$ cat config.mk
export PLATFORM = sky130hd
export DESIGN_NAME = shotclock_ctrl
export DESIGN_NICKNAME = d
export VERILOG_FILES = /design/src/rtl/shotclock_ctrl_pkg.sv /design/src/rtl/shotclock_ctrl_tick_gen.sv /design/src/rtl/shotclock_ctrl.sv
export SDC_FILE = /design/constraint.sdc
export NUM_CORES = 1
export LEC_CHECK = 0
export CORE_MARGIN = 1
export CORE_UTILIZATION = 45
export DETAILED_ROUTE_END_ITERATION = 12
export GPL_TIMING_DRIVEN = 0
export PLACE_DENSITY = 0.61
export RECOVER_POWER = 100
export SETUP_SLACK_MARGIN = 0.1
export SKIP_CTS_REPAIR_TIMING = 1
export SLEW_MARGIN = 20
export SYNTH_ARGS = -nofsm -noshare
export SYNTH_HDL_FRONTEND = slang
export SYNTH_SLANG_ARGS = --single-unit
$ cat constraint.sdc
create_clock -name clk -period 2.4 [get_ports clk]
set_clock_uncertainty 0.05 [all_clocks]
set_input_delay 0.48 -clock clk [delete_from_list [all_inputs] [get_ports clk]]
set_output_delay 0.48 -clock clk [all_outputs]
set_load 0.05 [all_outputs]
$ cat src/rtl/shotclock_ctrl_pkg.sv
// Shared types and constants for the shot-clock controller.
package shotclock_ctrl_pkg;

    localparam int unsigned DIGIT_W = 4;

    // Display code for a blanked digit
    localparam logic [DIGIT_W-1:0] BLANK = 4'hF;

    typedef enum logic [1:0] {
        ST_IDLE    = 2'd0,
        ST_RUN     = 2'd1,
        ST_PAUSE   = 2'd2,
        ST_EXPIRED = 2'd3
    } state_t;

endpackage

$ cat src/rtl/shotclock_ctrl_tick_gen.sv
// Prescaler: counts 0..DIV-1 while en, emits a one-cycle tick on the last count.
// Ports:
//   clk, rst   clock, synchronous active-high reset
//   clr        restart the count at 0 (overrides en, suppresses tick)
//   en         advance the count
//   tick_c     combinational tick, high when the count wraps this cycle
module shotclock_ctrl_tick_gen #(
    parameter int unsigned DIV = 10
) (
    input  logic clk,
    input  logic rst,
    input  logic clr,
    input  logic en,
    output logic tick_c
);

    localparam int unsigned CW = (DIV > 1) ? $clog2(DIV) : 1;
    localparam logic [CW-1:0] LAST = CW'((DIV > 0) ? DIV - 1 : 0);

    logic [CW-1:0] cnt;

    // Wrapping divider count
    always_ff @(posedge clk) begin
        if (rst || clr) begin
            cnt <= '0;
        end else if (en) begin
            if (cnt == LAST) begin
                cnt <= '0;
            end else begin
                cnt <= cnt + CW'(1);
            end
        end
    end

    assign tick_c = en && !clr && (cnt == LAST);

endmodule

$ cat src/rtl/shotclock_ctrl.sv
// Shot-clock controller: BCD countdown in tenths of a second with pause/resume,
// full and short reloads, "s.t" display near expiry, expiry state and timed buzzer.
// Ports:
//   clk, rst                           clock, synchronous active-high reset
//   load_full, load_short, start_stop  one-cycle button pulses
//   digits_o  [4*DIGITS-1:0]           BCD digits, [3:0] rightmost, 4'hF blank
//   dp_n_o    [DIGITS-1:0]             decimal points, active-low
//   running_o, expired_o, buzzer_o     registered status flags
module shotclock_ctrl
    import shotclock_ctrl_pkg::*;
#(
    parameter int unsigned CLK_HZ       = 100_000_000,
    parameter int unsigned DIGITS       = 2,
    parameter int unsigned FULL_VALUE   = 24,
    parameter int unsigned SHORT_VALUE  = 14,
    parameter int unsigned TENTHS_BELOW = 5,
    parameter int unsigned BUZZ_MS      = 1000
) (
    input  logic                        clk,
    input  logic                        rst,
    input  logic                        load_full,
    input  logic                        load_short,
    input  logic                        start_stop,
    output logic [DIGIT_W*DIGITS-1:0]   digits_o,
    output logic [DIGITS-1:0]           dp_n_o,
    output logic                        running_o,
    output logic                        expired_o,
    output logic                        buzzer_o
);

    localparam int unsigned SEC_W    = DIGIT_W * DIGITS;
    localparam int unsigned TICK_DIV = (CLK_HZ >= 10) ? CLK_HZ / 10 : 1;
    localparam int unsigned MS_DIV   = (CLK_HZ >= 1000) ? CLK_HZ / 1000 : 1;
    localparam int unsigned MS_W     = (BUZZ_MS > 1) ? $clog2(BUZZ_MS) : 1;
    localparam int unsigned MS_LAST  = (BUZZ_MS > 0) ? BUZZ_MS - 1 : 0;

    // Binary constant to packed BCD
    function automatic logic [SEC_W-1:0] to_bcd(input int unsigned v);
        logic [SEC_W-1:0] r;
        int unsigned      x;
        r = '0;
        x = v;
        for (int i = 0; i < int'(DIGITS); i++) begin
            r[i*DIGIT_W +: DIGIT_W] = DIGIT_W'(x % 10);
            x = x / 10;
        end
        return r;
    endfunction

    // Packed BCD compares numerically as a plain unsigned vector
    localparam logic [SEC_W-1:0] FULL_BCD   = to_bcd(FULL_VALUE);
    localparam logic [SEC_W-1:0] SHORT_BCD  = to_bcd(SHORT_VALUE);
    localparam logic [SEC_W-1:0] TENTHS_BCD = to_bcd(TENTHS_BELOW);

    // Remaining time minus 0.1 s, with multi-digit BCD borrow into seconds
    function automatic logic [SEC_W+DIGIT_W-1:0] dec_time(
        input logic [SEC_W-1:0]   s,
        input logic [DIGIT_W-1:0] t
    );
        logic [SEC_W-1:0]   ns;
        logic [DIGIT_W-1:0] nt;
        logic               borrow;
        ns     = s;
        nt     = t - DIGIT_W'(1);
        borrow = (t == '0);
        if (borrow) begin
            nt = DIGIT_W'(9);
        end
        for (int i = 0; i < int'(DIGITS); i++) begin
            if (borrow) begin
                if (ns[i*DIGIT_W +: DIGIT_W] == '0) begin
                    ns[i*DIGIT_W +: DIGIT_W] = DIGIT_W'(9);
                end else begin
                    ns[i*DIGIT_W +: DIGIT_W] = ns[i*DIGIT_W +: DIGIT_W] - DIGIT_W'(1);
                    borrow = 1'b0;
                end
            end
        end
        return {ns, nt};
    endfunction

    // Digit formatter: zeros when expired, "s.t" near expiry, else blanked seconds
    function automatic logic [SEC_W-1:0] fmt_digits(
        input state_t             st,
        input logic [SEC_W-1:0]   s,
        input logic [DIGIT_W-1:0] t
    );
        logic [SEC_W-1:0] d;
        logic             lead;
        d    = s;
        lead = 1'b1;
        if (st == ST_EXPIRED) begin
            d = '0;
        end else if (s < TENTHS_BCD) begin
            d = {DIGITS{BLANK}};
            d[DIGIT_W +: DIGIT_W] = s[0 +: DIGIT_W];
            d[0 +: DIGIT_W]       = t;
        end else begin
            for (int i = int'(DIGITS) - 1; i > 0; i--) begin
                if (lead && (s[i*DIGIT_W +: DIGIT_W] == '0)) begin
                    d[i*DIGIT_W +: DIGIT_W] = BLANK;
                end else begin
                    lead = 1'b0;
                end
            end
        end
        return d;
    endfunction

    // Decimal point after the units digit only in "s.t" mode
    function automatic logic [DIGITS-1:0] fmt_dp(
        input state_t           st,
        input logic [SEC_W-1:0] s
    );
        logic [DIGITS-1:0] d;
        d = '1;
        if ((st != ST_EXPIRED) && (s < TENTHS_BCD)) begin
            d[1] = 1'b0;
        end
        return d;
    endfunction

    state_t                   state, state_nxt;
    logic [SEC_W-1:0]         secs, secs_nxt;
    logic [DIGIT_W-1:0]       tenths, tenths_nxt;
    logic [SEC_W+DIGIT_W-1:0] dec_c;
    logic                     load_c, run_c, presc_clr_c, tick_c;
    logic                     buzz_start_c, ms_clr_c, ms_tick_c;
    logic                     buzz_on;
    logic [MS_W-1:0]          ms_cnt;

    assign load_c       = load_full || load_short;
    assign run_c        = (state == ST_RUN);
    assign dec_c        = dec_time(secs, tenths);
    assign buzz_start_c = (state_nxt == ST_EXPIRED) && (state != ST_EXPIRED);
    assign ms_clr_c     = buzz_start_c || load_c;

    // 0.1 s tick, only while running
    shotclock_ctrl_tick_gen #(.DIV(TICK_DIV)) u_tenths_tick (
        .clk    (clk),
        .rst    (rst),
        .clr    (presc_clr_c),
        .en     (run_c),
        .tick_c (tick_c)
    );

    // 1 ms tick for the buzzer timer
    shotclock_ctrl_tick_gen #(.DIV(MS_DIV)) u_ms_tick (
        .clk    (clk),
        .rst    (rst),
        .clr    (ms_clr_c),
        .en     (buzz_on),
        .tick_c (ms_tick_c)
    );

    // State and remaining-time registers
    always_ff @(posedge clk) begin
        if (rst) begin
            state  <= ST_IDLE;
            secs   <= FULL_BCD;
            tenths <= '0;
        end else begin
            state  <= state_nxt;
            secs   <= secs_nxt;
            tenths <= tenths_nxt;
        end
    end

    // Next state: load_full > load_short > start_stop > tick
    always_comb begin
        state_nxt   = state;
        secs_nxt    = secs;
        tenths_nxt  = tenths;
        presc_clr_c = 1'b0;
        if (load_c) begin
            presc_clr_c = 1'b1;
            if (load_full) begin
                secs_nxt   = FULL_BCD;
                tenths_nxt = '0;
            end else if (secs < SHORT_BCD) begin
                secs_nxt   = SHORT_BCD;
                tenths_nxt = '0;
            end
            if (state == ST_EXPIRED) begin
                state_nxt = ST_IDLE;
            end
        end else if (start_stop) begin
            case (state)
                ST_IDLE, ST_PAUSE: begin
                    state_nxt   = ST_RUN;
                    presc_clr_c = 1'b1;
                end
                ST_RUN:  state_nxt = ST_PAUSE;
                default: state_nxt = state;
            endcase
        end else if (tick_c) begin
            {secs_nxt, tenths_nxt} = dec_c;
            if (dec_c == '0) begin
                state_nxt = ST_EXPIRED;
            end
        end
    end

    // Buzzer: BUZZ_MS ms-ticks from entry into EXPIRED; any load silences it
    always_ff @(posedge clk) begin
        if (rst || load_c) begin
            buzz_on <= 1'b0;
            ms_cnt  <= '0;
        end else if (buzz_start_c) begin
            buzz_on <= 1'b1;
            ms_cnt  <= '0;
        end else if (buzz_on && ms_tick_c) begin
            if (ms_cnt == MS_W'(MS_LAST)) begin
                buzz_on <= 1'b0;
            end else begin
                ms_cnt <= ms_cnt + MS_W'(1);
            end
        end
    end

    // Output registers, one cycle behind state/count
    always_ff @(posedge clk) begin
        if (rst) begin
            digits_o  <= fmt_digits(ST_IDLE, FULL_BCD, '0);
            dp_n_o    <= fmt_dp(ST_IDLE, FULL_BCD);
            running_o <= 1'b0;
            expired_o <= 1'b0;
            buzzer_o  <= 1'b0;
        end else begin
            digits_o  <= fmt_digits(state, secs, tenths);
            dp_n_o    <= fmt_dp(state, secs);
            running_o <= (state == ST_RUN);
            expired_o <= (state == ST_EXPIRED);
            buzzer_o  <= buzz_on;
        end
    end

endmodule
==> flow_summary.toml <==
[global_route]
grt_pass1_wl_um = 12770
overflow = 0
grt_max_degree = 14
antenna_found_initial = 0
first_global_vias = 2682
track_usage = 0.1858

[floorplan]
io-pin-count = 18
dieArea_um2 = 8481
rows = 32
die_h_um = 92.09
core_um2 = 7807
initial_core_util = 0.4678
die_width_um = 92.09

[synth]
synth_ff_type = "dfxtp_1"
synth_cell_type_count = 52
synth_cells = 434
synth_area_leader_cell = "dfxtp_1"
synth-edff-count = 0
synthArstFlopShare = 0
synthesis.area_um2 = 3652
synth.area.top_cells = "dfxtp_1 43%, nor2_1 8.1%, xor2_1 6.5%"
synth_warnings = 0
syn_nets = 442
ys_seq_area_frac = 0.4275
syn_area_per_cell_um2 = 8.415
synth_seq_cells = 78
yosysTopAreaCellShare = 0.4275

[setup_path]
cp.depth = 7
startpoint_type = "register"
cp-startpoint = "tenths[0]"
r2r_end = "u_ms_tick.cnt[9]"
path_max_fanout = 10
regToRegSetupSlack_ns = 0.18
crit_chain = "clkbuf_1 -> or4_1 -> o21ai_2 -> a2111oi_4 -> a21o_1 -> a21o_4 -> nor2_1"
cpLargestDelayFamily = "compound AO/OA/AOI/OAI gates"
setup.worst_path.end = "u_ms_tick.cnt[9]"
arrival_ns = 2.45
end_kind = "register"
slowest_delay_ns = 0.68
reg2reg_depth = 7
worstPathRequired_ns = 2.63
critPathBufInv = 1
r2r-start = "tenths[0]"
slowest_stage = "or4_1"
crit_type = "register to register"

[power_and_ir_drop]
ir_drop_mv = 0.2845
finalPower_mw = 2.405
power_density_nw_per_um2 = 568.6
p_leak_nw = 1.454

[route]
vias_per_cell = 5.374
ant_nets = 0
firstDrtPassIters = 4
drt-initial-drc-count = 140
drt-total-wl_um = 7660
vias = 3090
wl_per_cell_um = 13.32
drc_errors = 0

[place]
portBuffers = 15
gp_congestion = 0.8239
dp_cells = 551
hpwl_um = 5270
placed_area_um2 = 3930

[layout]
diodes = 0
utilization = 0.5417
syn2layout_area_growth_pct = 15.79
fin_area_um2 = 4229
stdcell_count = 575
fillerInstances = 760
drive_gt1_frac = 0.1099
layout.nets = 476

[clocking]
cts_root_buf = "clkbuf_8"
cts_made_buffers = 9
cts_sinks = 78
cts_buffer_depth = 2
clock_latency_ns = 0.35
cts_tree = "done"
cts_max_level = 3
cts.clk_slew.worst_paths_ns = 0.08

[sta]
maxSlewHeadroom = 0.6220
rsz0062_at_grt = "no"
period_share = 0.9230
max_freq_mhz = 451.4
layout_min_cycle_time_ns = 2.215
slew_violations = 0
setup_viol = 0
hold_viol_final = 0
fin_hold_ws_ns = 0.4408
tightest_slew_ns = 0.5618

[min_path]
holdCritStartpoint = "u_tenths_tick.cnt[1]"
worstHoldPathType = "register to register"

[run_status]
status = "finished, final reports clean"

[job]
drv_cap = 0
## placed cells by master (no fill, tap or decap), types with 3 or more instances in the layout
cell           instances
nor2_1                78
nor3_1                11
nor2b_1                6
or3_1                  5
clkinv_2               4
nand3_1               25
xnor2_1               14
xor2_1                27
ha_1                   3
a21oi_1               19
and4_1                 6
o211ai_1               4
or2_2                  3
clkbuf_1              11
buf_4                  8
and3_1                10
and2_1                 3
dlygate4sd3_1         13
nand2_1               41
nand4_1               10
mux2i_1                3
inv_1                  7
o21ai_0               19
clkbuf_8               9
nand2b_1               4
dfxtp_1               78
nor4_1                 3
## cell families after synthesis
| logic type | after synthesis | synth area share |
|---|---|---|
| AO/OA/AOI/OAI | 59 | 0.09832 |
| XOR/XNOR | 41 | 0.09832 |
| adder cells (fa/ha/maj) | 3 | 0.01028 |
| buffers and inverters | 22 | 0.02809 |
| flip-flops | 78 | 0.4275 |
| multiplexers | 4 | 0.01131 |
| other | 1 | 0.001027 |
| AND/OR/NAND/NOR | 226 | 0.3251 |
## area by class of cell
type / instances / area (um2) / area share
Buffer: 15 / 80.08 / 0.01893
Tap cell: 102 / 127.6 / 0.03018
Inverter: 7 / 26.28 / 0.006213
Sequential cell: 78 / 1562 / 0.3692
Clock inverter: 7 / 65.06 / 0.01538
Clock buffer: 9 / 123.9 / 0.02929
Multi-Input combinational cell: 334 / 2034 / 0.4811
Timing Repair Buffer: 23 / 210.2 / 0.04970
## through the flow
step / worst slack (ns) / TNS [ns]
floorplan: 0.4096 / 0
finish: 0.1847 / 0
global placement: -0.4787 / -12.78
global route: 0.07525 / 0
detailed placement: -0.5370 / -16.14
CTS: -0.1666 / -1.651
## cells in the mapped netlist, types with 2 or more instances
master	instances
a21o_1	2
a21oi_1	19
a21oi_2	2
a221oi_1	2
a31o_2	2
and2_1	4
and3_1	10
and4_1	6
and4b_1	2
buf_2	2
buf_4	2
clkbuf_1	10
dfxtp_1	78
ha_1	3
inv_1	7
mux2i_1	3
nand2_1	41
nand2b_1	4
nand3_1	25
nand4_1	10
nor2_1	79
nor2b_1	6
nor3_1	12
nor4_1	4
nor4_4	2
nor4b_4	2
o211ai_1	4
o21ai_0	19
o21ai_1	2
o31ai_1	2
or2_2	3
or3_1	5
or4_1	2
xnor2_1	14
xor2_1	27
## layer usage
| metal | GRT usage | part of all wire |
|---|---|---|
| met5 | 0 | 0 |
| met3 | 0.02819 | 0.041 |
| met1 | 0.2547 | 0.49 |
| met4 | 0.06641 | 0.0091 |
| met2 | 0.2954 | 0.46 |
## sequential cells by signal, summed over array words and instances (netlist names), 2 cells and up
signal             flops
u_tenths_tick.cnt     24
u_ms_tick.cnt         17
ms_cnt                10
digits_o               8
secs                   8
tenths                 4
state                  2
## where the power goes
part	total (mW)	internal [mW]	switching, mW
registers	1.31	1.30	0.0100
logic	0.140	0.0456	0.0947
clock network	0.950	0.473	0.478
## worst reg2reg max path: stages (launching register included)
cell and delay [ns]:
dfxtp_1 0.30, clkbuf_1 0.22, or4_1 0.68, o21ai_2 0.20, a2111oi_4 0.10, a21o_1 0.26, a21o_4 0.24, nor2_1 0.11
## how the worst min path moves through the flow
stage / end / depth (start not counted)
final: u_tenths_tick.cnt[1] / 2
after detailed placement: u_tenths_tick.cnt[1] / 2
after floorplan: u_tenths_tick.cnt[1] / 2
after global routing: u_tenths_tick.cnt[1] / 2
after global placement: u_tenths_tick.cnt[1] / 2
after CTS: u_tenths_tick.cnt[1] / 2
(Power assumes the default switching activity.)
